### config.mk
export PLATFORM = sky130hd
export DESIGN_NAME = gpio_parity_monitor
export DESIGN_NICKNAME = d
export VERILOG_FILES = /design/src/rtl/gpio_parity_monitor.sv
export SDC_FILE = /design/constraint.sdc
export NUM_CORES = 1
export LEC_CHECK = 0
export BUFFER_PORTS_ARGS = -buffer_cell sky130_fd_sc_hd__buf_2
export CAP_MARGIN = 30
export CORE_MARGIN = 10
export CORE_UTILIZATION = 36
export CTS_CLUSTER_DIAMETER = 80
export DETAILED_ROUTE_END_ITERATION = 8
export PLACE_DENSITY_LB_ADDON = 0.08
export SKIP_LAST_GASP = 1
export SYNTH_ARGS = -nofsm -noshare
export SYNTH_HDL_FRONTEND = slang
export SYNTH_SLANG_ARGS = --single-unit
export TNS_END_PERCENT = 1
### constraint.sdc
create_clock -name clk -period 3.65 [get_ports clk]
set_input_delay 1.095 -clock clk [delete_from_list [all_inputs] [get_ports clk]]
set_output_delay 1.095 -clock clk [all_outputs]
set_load 0.005 [all_outputs]
### src/rtl/gpio_parity_monitor.sv
// GPIO loopback parity monitor: registers incoming words, checks parity one cycle later,
// and keeps saturating counters, a first-error capture and a small error-log FIFO.
module gpio_parity_monitor #(
    parameter int unsigned DATA_W      = 16,
    parameter int unsigned PARITY_ODD  = 0,
    parameter int unsigned CNT_W       = 16,
    parameter int unsigned LOG_AW      = 2,
    parameter int unsigned STOP_ON_ERR = 0
) (
    input  logic              clk,
    input  logic              reset_n,
    input  logic              enable,
    input  logic              clear,
    input  logic              in_valid,
    input  logic [DATA_W:0]   gpio_in,
    output logic              err_pulse,
    output logic              err_sticky,
    output logic [CNT_W-1:0]  check_count,
    output logic [CNT_W-1:0]  err_count,
    output logic              first_err_vld,
    output logic [DATA_W:0]   first_err_word,
    input  logic              log_rd,
    output logic [DATA_W:0]   log_data,
    output logic              log_empty,
    output logic              log_full,
    output logic              log_overflow
);

    localparam int unsigned       DEPTH     = 1 << LOG_AW;
    localparam logic [LOG_AW:0]   LOG_DEPTH = (LOG_AW+1)'(DEPTH);
    localparam logic [LOG_AW:0]   LCNT_ONE  = (LOG_AW+1)'(1);
    localparam logic [LOG_AW-1:0] PTR_ONE   = LOG_AW'(1);
    localparam logic [CNT_W-1:0]  CNT_ONE   = CNT_W'(1);

    typedef enum logic [1:0] {
        ST_IDLE,
        ST_RUN,
        ST_FROZEN
    } state_t;

    state_t             state_q, state_d;
    logic               s1_vld_q, s1_vld_d;
    logic [DATA_W:0]    s1_word_q, s1_word_d;
    logic [CNT_W-1:0]   check_q, check_d;
    logic [CNT_W-1:0]   err_q, err_d;
    logic               pulse_q, pulse_d;
    logic               sticky_q, sticky_d;
    logic               fvld_q, fvld_d;
    logic [DATA_W:0]    fword_q, fword_d;
    logic [LOG_AW-1:0]  wr_ptr_q, wr_ptr_d;
    logic [LOG_AW-1:0]  rd_ptr_q, rd_ptr_d;
    logic [LOG_AW:0]    lcnt_q, lcnt_d;
    logic               ovf_q, ovf_d;
    logic [DATA_W:0]    mem_q [DEPTH];

    logic stop_en;
    logic par_odd;
    logic mismatch;
    logic do_check;
    logic do_err;
    logic do_pop;
    logic do_push;
    logic accept;

    assign stop_en  = (STOP_ON_ERR != 0);
    assign par_odd  = (PARITY_ODD != 0);
    assign mismatch = s1_word_q[DATA_W] != ((^s1_word_q[DATA_W-1:0]) ^ par_odd);
    assign do_check = s1_vld_q && !clear;
    assign do_err   = do_check && mismatch;
    assign do_pop   = log_rd && (lcnt_q != '0) && !clear;
    assign do_push  = do_err && ((lcnt_q != LOG_DEPTH) || do_pop);
    // The cycle that detects a freezing error must not admit the next word either.
    assign accept   = in_valid && (state_q == ST_RUN) && !clear && !(stop_en && do_err);

    always_comb begin
        state_d = state_q;
        unique case (state_q)
            ST_IDLE:   if (enable) state_d = ST_RUN;
            ST_RUN: begin
                if (stop_en && do_err) state_d = ST_FROZEN;
                else if (!enable)      state_d = ST_IDLE;
            end
            ST_FROZEN: if (clear) state_d = enable ? ST_RUN : ST_IDLE;
            default:   state_d = ST_IDLE;
        endcase
    end

    always_comb begin
        s1_vld_d  = accept;
        s1_word_d = accept ? gpio_in : s1_word_q;
        check_d   = check_q;
        err_d     = err_q;
        pulse_d   = 1'b0;
        sticky_d  = sticky_q;
        fvld_d    = fvld_q;
        fword_d   = fword_q;
        wr_ptr_d  = wr_ptr_q;
        rd_ptr_d  = rd_ptr_q;
        lcnt_d    = lcnt_q;
        ovf_d     = ovf_q;
        if (clear) begin
            check_d  = '0;
            err_d    = '0;
            sticky_d = 1'b0;
            fvld_d   = 1'b0;
            fword_d  = '0;
            wr_ptr_d = '0;
            rd_ptr_d = '0;
            lcnt_d   = '0;
            ovf_d    = 1'b0;
        end else begin
            if (do_check && (check_q != '1)) check_d = check_q + CNT_ONE;
            if (do_err) begin
                pulse_d  = 1'b1;
                sticky_d = 1'b1;
                if (err_q != '1) err_d = err_q + CNT_ONE;
                if (!fvld_q) begin
                    fvld_d  = 1'b1;
                    fword_d = s1_word_q;
                end
                if (!do_push) ovf_d = 1'b1;
            end
            if (do_push) wr_ptr_d = wr_ptr_q + PTR_ONE;
            if (do_pop)  rd_ptr_d = rd_ptr_q + PTR_ONE;
            if (do_push && !do_pop)      lcnt_d = lcnt_q + LCNT_ONE;
            else if (do_pop && !do_push) lcnt_d = lcnt_q - LCNT_ONE;
        end
    end

    always_ff @(posedge clk or negedge reset_n) begin
        if (!reset_n) begin
            state_q   <= ST_IDLE;
            s1_vld_q  <= 1'b0;
            s1_word_q <= '0;
            check_q   <= '0;
            err_q     <= '0;
            pulse_q   <= 1'b0;
            sticky_q  <= 1'b0;
            fvld_q    <= 1'b0;
            fword_q   <= '0;
            wr_ptr_q  <= '0;
            rd_ptr_q  <= '0;
            lcnt_q    <= '0;
            ovf_q     <= 1'b0;
        end else begin
            state_q   <= state_d;
            s1_vld_q  <= s1_vld_d;
            s1_word_q <= s1_word_d;
            check_q   <= check_d;
            err_q     <= err_d;
            pulse_q   <= pulse_d;
            sticky_q  <= sticky_d;
            fvld_q    <= fvld_d;
            fword_q   <= fword_d;
            wr_ptr_q  <= wr_ptr_d;
            rd_ptr_q  <= rd_ptr_d;
            lcnt_q    <= lcnt_d;
            ovf_q     <= ovf_d;
        end
    end

    always_ff @(posedge clk) begin
        if (do_push) mem_q[wr_ptr_q] <= s1_word_q;
    end

    assign err_pulse      = pulse_q;
    assign err_sticky     = sticky_q;
    assign check_count    = check_q;
    assign err_count      = err_q;
    assign first_err_vld  = fvld_q;
    assign first_err_word = fword_q;
    assign log_empty      = (lcnt_q == '0);
    assign log_full       = (lcnt_q == LOG_DEPTH);
    assign log_overflow   = ovf_q;
    // Storage is not reset, so the head is masked while the log is empty.
    assign log_data       = log_empty ? '0 : mem_q[rd_ptr_q];

endmodule

==> summary by stage <==
Run status
The run finished with clean final reports.

Synth
The top flip-flop cell by instance count after synthesis is sky130_fd_sc_hd__dfrtp_1. Synthesis instantiated 43 different standard cells from the library. The area share of the largest cell type after synthesis is 32.2%. The synthesized design contains 68 enable-type register cells. The instance count of the mapped netlist is 508. Of all flip-flops after synthesis, the portion carrying an async set or reset was between 50% and 60%. The cell type contributing the most total cell area after synthesis is sky130_fd_sc_hd__edfxtp_1. The mean post-synth cell area is about 12 um^2. The number of nets handed over by synthesis was around 540. Counting flops and latches in the post-synthesis netlist gives roughly 150. In the post-synthesis netlist, the biggest area contributors are sky130_fd_sc_hd__edfxtp_1 32%, sky130_fd_sc_hd__dfrtp_1 31%, sky130_fd_sc_hd__mux4_2 6.0%.

The yosys synthesis warning count is 0. In this run the cell area of the synthesized design comes to approximately 6300 um^2. The fraction of the yosys area taken by sequential cells is between 60% and 70%.

Clock tree
Once the clock tree was built, the setup fixing pass inserted 0 buffers. The CTS clock-pin slew for the worst setup and hold paths is roughly 60 ps. For this design, the sink count on the clock tree is between 100 and 150. The tree is rooted in a sky130_fd_sc_hd__clkbuf_16. The number of hold-repair buffers added at the cts stage is 0. In this run, CTS created clock tree buffers numbering 17.

In this run, post-CTS repair resized a total of 0 instances. The CTS tree is yes. At the later pin of the worst-skew pair, clock insertion delay measures 410 ps.

The maximum count of clock buffers along a single path is 2. The number of H-tree levels is 4.

Detailed routing
The via-per-instance ratio is 4.87. Once detail routing completed, the nets flagged for antenna violations numbered 0. The via count is roughly 4.1k.

The residual DRC count is 0. The sum of routed wire length over all layers is 15200 um. In this run, the number of DRC markers left after iteration 0 of detailed routing was between 150 and 200.

Before antenna repair, the detailed router went through 4 iterations. In the final routed layout, each cell accounts on average for 17.9 um.

Placement
The final RePlAce weighted congestion is roughly 0.74. Summed over all nets, the half-perimeter wirelength after detailed placement is approximately 10000 um. The minimum setup slack after placement is just under 500 ps. After detailed placement, the design holds a cell count of ~800. The area of placed instances is 7130 um^2. Port buffering added 94 buffers.

STA
In this run the tightest slew margin relative to its limit is approximately 36%. Setup repair after global routing left no endpoint under its margin. The final total negative setup slack is 0 ps. Setup violations remaining at the end of the flow were counted as 0. The number of pins with negative max-slew slack in the final report was 0. The smallest hold slack is about 480 ps.

The final cycle utilization of the critical path is between 80 and 90%. Static timing analysis puts the maximum clock frequency at about 310 MHz. Between clock sinks in the finished design, the worst skew comes to between 5 and 6 ps.

The transition at the pin with the smallest max-transition slack is 953 ps. The final count of hold timing violations came to 0. The shortest clock period the worst path allows after layout is between 3000 and 4000 ps. The smallest setup slack after layout is approximately 450 ps.

Worst setup path
The element type at the critical path end is an output pin. Data arrives at the worst endpoint at 2110 ps. The critical-path maximum fanout is 18.

The kind of critical path is flip-flop to output pin. The data required time of the critical path is between 2000 and 3000 ps. The element type at the critical path start is a flip-flop.

Global routing
Entering global routing, the biggest net connects 61 pins. The via count of the first global-routing pass came to 4408. For this run, the total global-route usage over all layers was measured as between 10% and 20%. The first global-routing pass estimated between 20000 and 25000 um of wire.

The initial antenna violation count is 0. The residual overflow from global routing is 0.

Pwr
In this run the static leakage power is 3.28 nW. The design draws approximately 4.9 mW. Across the VDD grid, the largest voltage drop is approximately 0.00032 V. Dividing total power by cell area gives a power density of 637 nW/um^2.

Layout
The number of standard cells in the layout, taps in and fillers out is 850. Cells fill roughly 45% of the core in the end. After the last flow step, the layout net total stands at 641. Summing all multi-input logic gate instances after layout gives 2230 um^2. The area taken by flip-flops and latches is around 4000 um^2. Summing all non-filler instances in the final layout gives an area of roughly 7700 um^2. The share of final-layout standard cells stronger than drive strength 1 is approximately a quarter. The top cell types in the final layout, fill and taps aside, are 93 x sky130_fd_sc_hd__buf_2, 86 x sky130_fd_sc_hd__nand2_1, 78 x sky130_fd_sc_hd__dfrtp_1.

The post-synthesis to final-layout area growth is 22.1%. The library cell used most frequently in the layout, excluding fill and tap cells, is sky130_fd_sc_hd__buf_2. Fill cells in the final layout number roughly 1.6k.

Floorplanning
The horizontal die dimension is approximately 150 um. Measured along the y axis, the die boundary spans between 150 and 200 um. The starting density of the core is between 30 and 40%.

Pin placement for this block handled 95 I/O pins. The row count is 48. The floorplan step defined a die boundary enclosing ~23000 um^2. The core region area is between 15000 and 20000 um^2.

Min path
The class of the worst hold path is flip-flop to flip-flop.

Run
The tool flagged a number of max-cap violations equal to 0.
[power by group]
part	switching, mW	leakage, nW	internal (mW)
Clock	0.669	0.290	1.12
Sequential	0.121	1.67	1.88
Combinational	0.592	1.32	0.551
[cells in the mapped netlist (3+ instances only)]
| library cell | number |
|---|---|
| sky130_fd_sc_hd__inv_1 | 9 |
| sky130_fd_sc_hd__a21oi_1 | 9 |
| sky130_fd_sc_hd__xnor2_1 | 27 |
| sky130_fd_sc_hd__mux4_2 | 17 |
| sky130_fd_sc_hd__or3_1 | 7 |
| sky130_fd_sc_hd__edfxtp_1 | 68 |
| sky130_fd_sc_hd__nor4_1 | 5 |
| sky130_fd_sc_hd__and3_1 | 9 |
| sky130_fd_sc_hd__nor3_1 | 3 |
| sky130_fd_sc_hd__nand3_1 | 10 |
| sky130_fd_sc_hd__and2_1 | 22 |
| sky130_fd_sc_hd__nand2_1 | 86 |
| sky130_fd_sc_hd__dfrtp_1 | 78 |
| sky130_fd_sc_hd__clkbuf_1 | 22 |
| sky130_fd_sc_hd__o21ai_0 | 24 |
| sky130_fd_sc_hd__a211oi_1 | 4 |
| sky130_fd_sc_hd__ha_1 | 6 |
| sky130_fd_sc_hd__nor2_1 | 36 |
| sky130_fd_sc_hd__nor4b_1 | 3 |
| sky130_fd_sc_hd__nand4_1 | 4 |
| sky130_fd_sc_hd__nand2b_1 | 21 |
| sky130_fd_sc_hd__xor2_1 | 11 |
[cell families after synthesis]
group | Yosys count | share of synthesized area, %
DFF | 146 | 62.9
AOI/OAI and AO/OA | 44 | 3.90
xor gates and xnor gates | 41 | 6.23
muxes | 21 | 6.78
and+or+nand+nor | 216 | 16.6
buffers and inverters | 33 | 2.01
adders and majority gates | 7 | 1.50
[final cells by class]
class | instances | area share (%)
Sequential cell | 146 | 51.6
Multi-Input combinational cell | 329 | 28.8
Timing Repair Buffer | 107 | 7.62
Clock buffer | 21 | 5.96
Tap cell | 225 | 3.63
Clock inverter | 11 | 1.92
Inverter | 10 | 0.485
Antenna cell | 1 | 0.0323
[worst paths after layout]
| kind | end | start | cells past startpoint | slack [ps] |
|---|---|---|---|---|
| setup / recovery | log_data[10] | rd_ptr_q[1]$_DFFE_PN0P_ | 3 | 450 |
| min in group asynchronous | err_count[9]$_DFFE_PN0P_ | reset_n | 1 | 560 |
| setup reg to reg | mem_q[1][11]$_DFFE_PP_ | s1_word_q[0]$_DFFE_PN0P_ | 6 | 560 |
| max in group asynchronous | first_err_word[4]$_DFFE_PN0P_ | reset_n | 2 | 2480 |
| hold reg to reg | first_err_word[13]$_DFFE_PN0P_ | first_err_word[13]$_DFFE_PN0P_ | 2 | 480 |
| hold / removal | first_err_word[13]$_DFFE_PN0P_ | first_err_word[13]$_DFFE_PN0P_ | 2 | 480 |
[registers in the layout, summed over array words and instances, names as in the netlist]
| register | flops |
|---|---|
| first_err_vld | 1 |
| s1_word_q | 17 |
| check_count | 16 |
| rd_ptr_q | 2 |
| err_count | 16 |
| log_overflow | 1 |
| state_q | 1 |
| mem_q | 68 |
| lcnt_q | 3 |
| wr_ptr_q | 2 |
| first_err_word | 17 |
| s1_vld_q | 1 |
| err_pulse | 1 |
[routing by layer]
metal  up-vias  part of all wire [%]  global-route usage (%)
met4         0                   1.4                    4.36
met2        84                    49                    21.2
met1      2054                    46                    16.8
met5         -                     0                       0
met3        16                   4.1                    3.58
li1       1982                     -                       -
[worst max-delay path: stages, from the launching register on]
cell,delay [ps]
sky130_fd_sc_hd__dfrtp_1,950
sky130_fd_sc_hd__mux4_2,440
sky130_fd_sc_hd__and2_1,180
sky130_fd_sc_hd__buf_2,120
No activity file was read; power rests on OpenSTA's default activity.
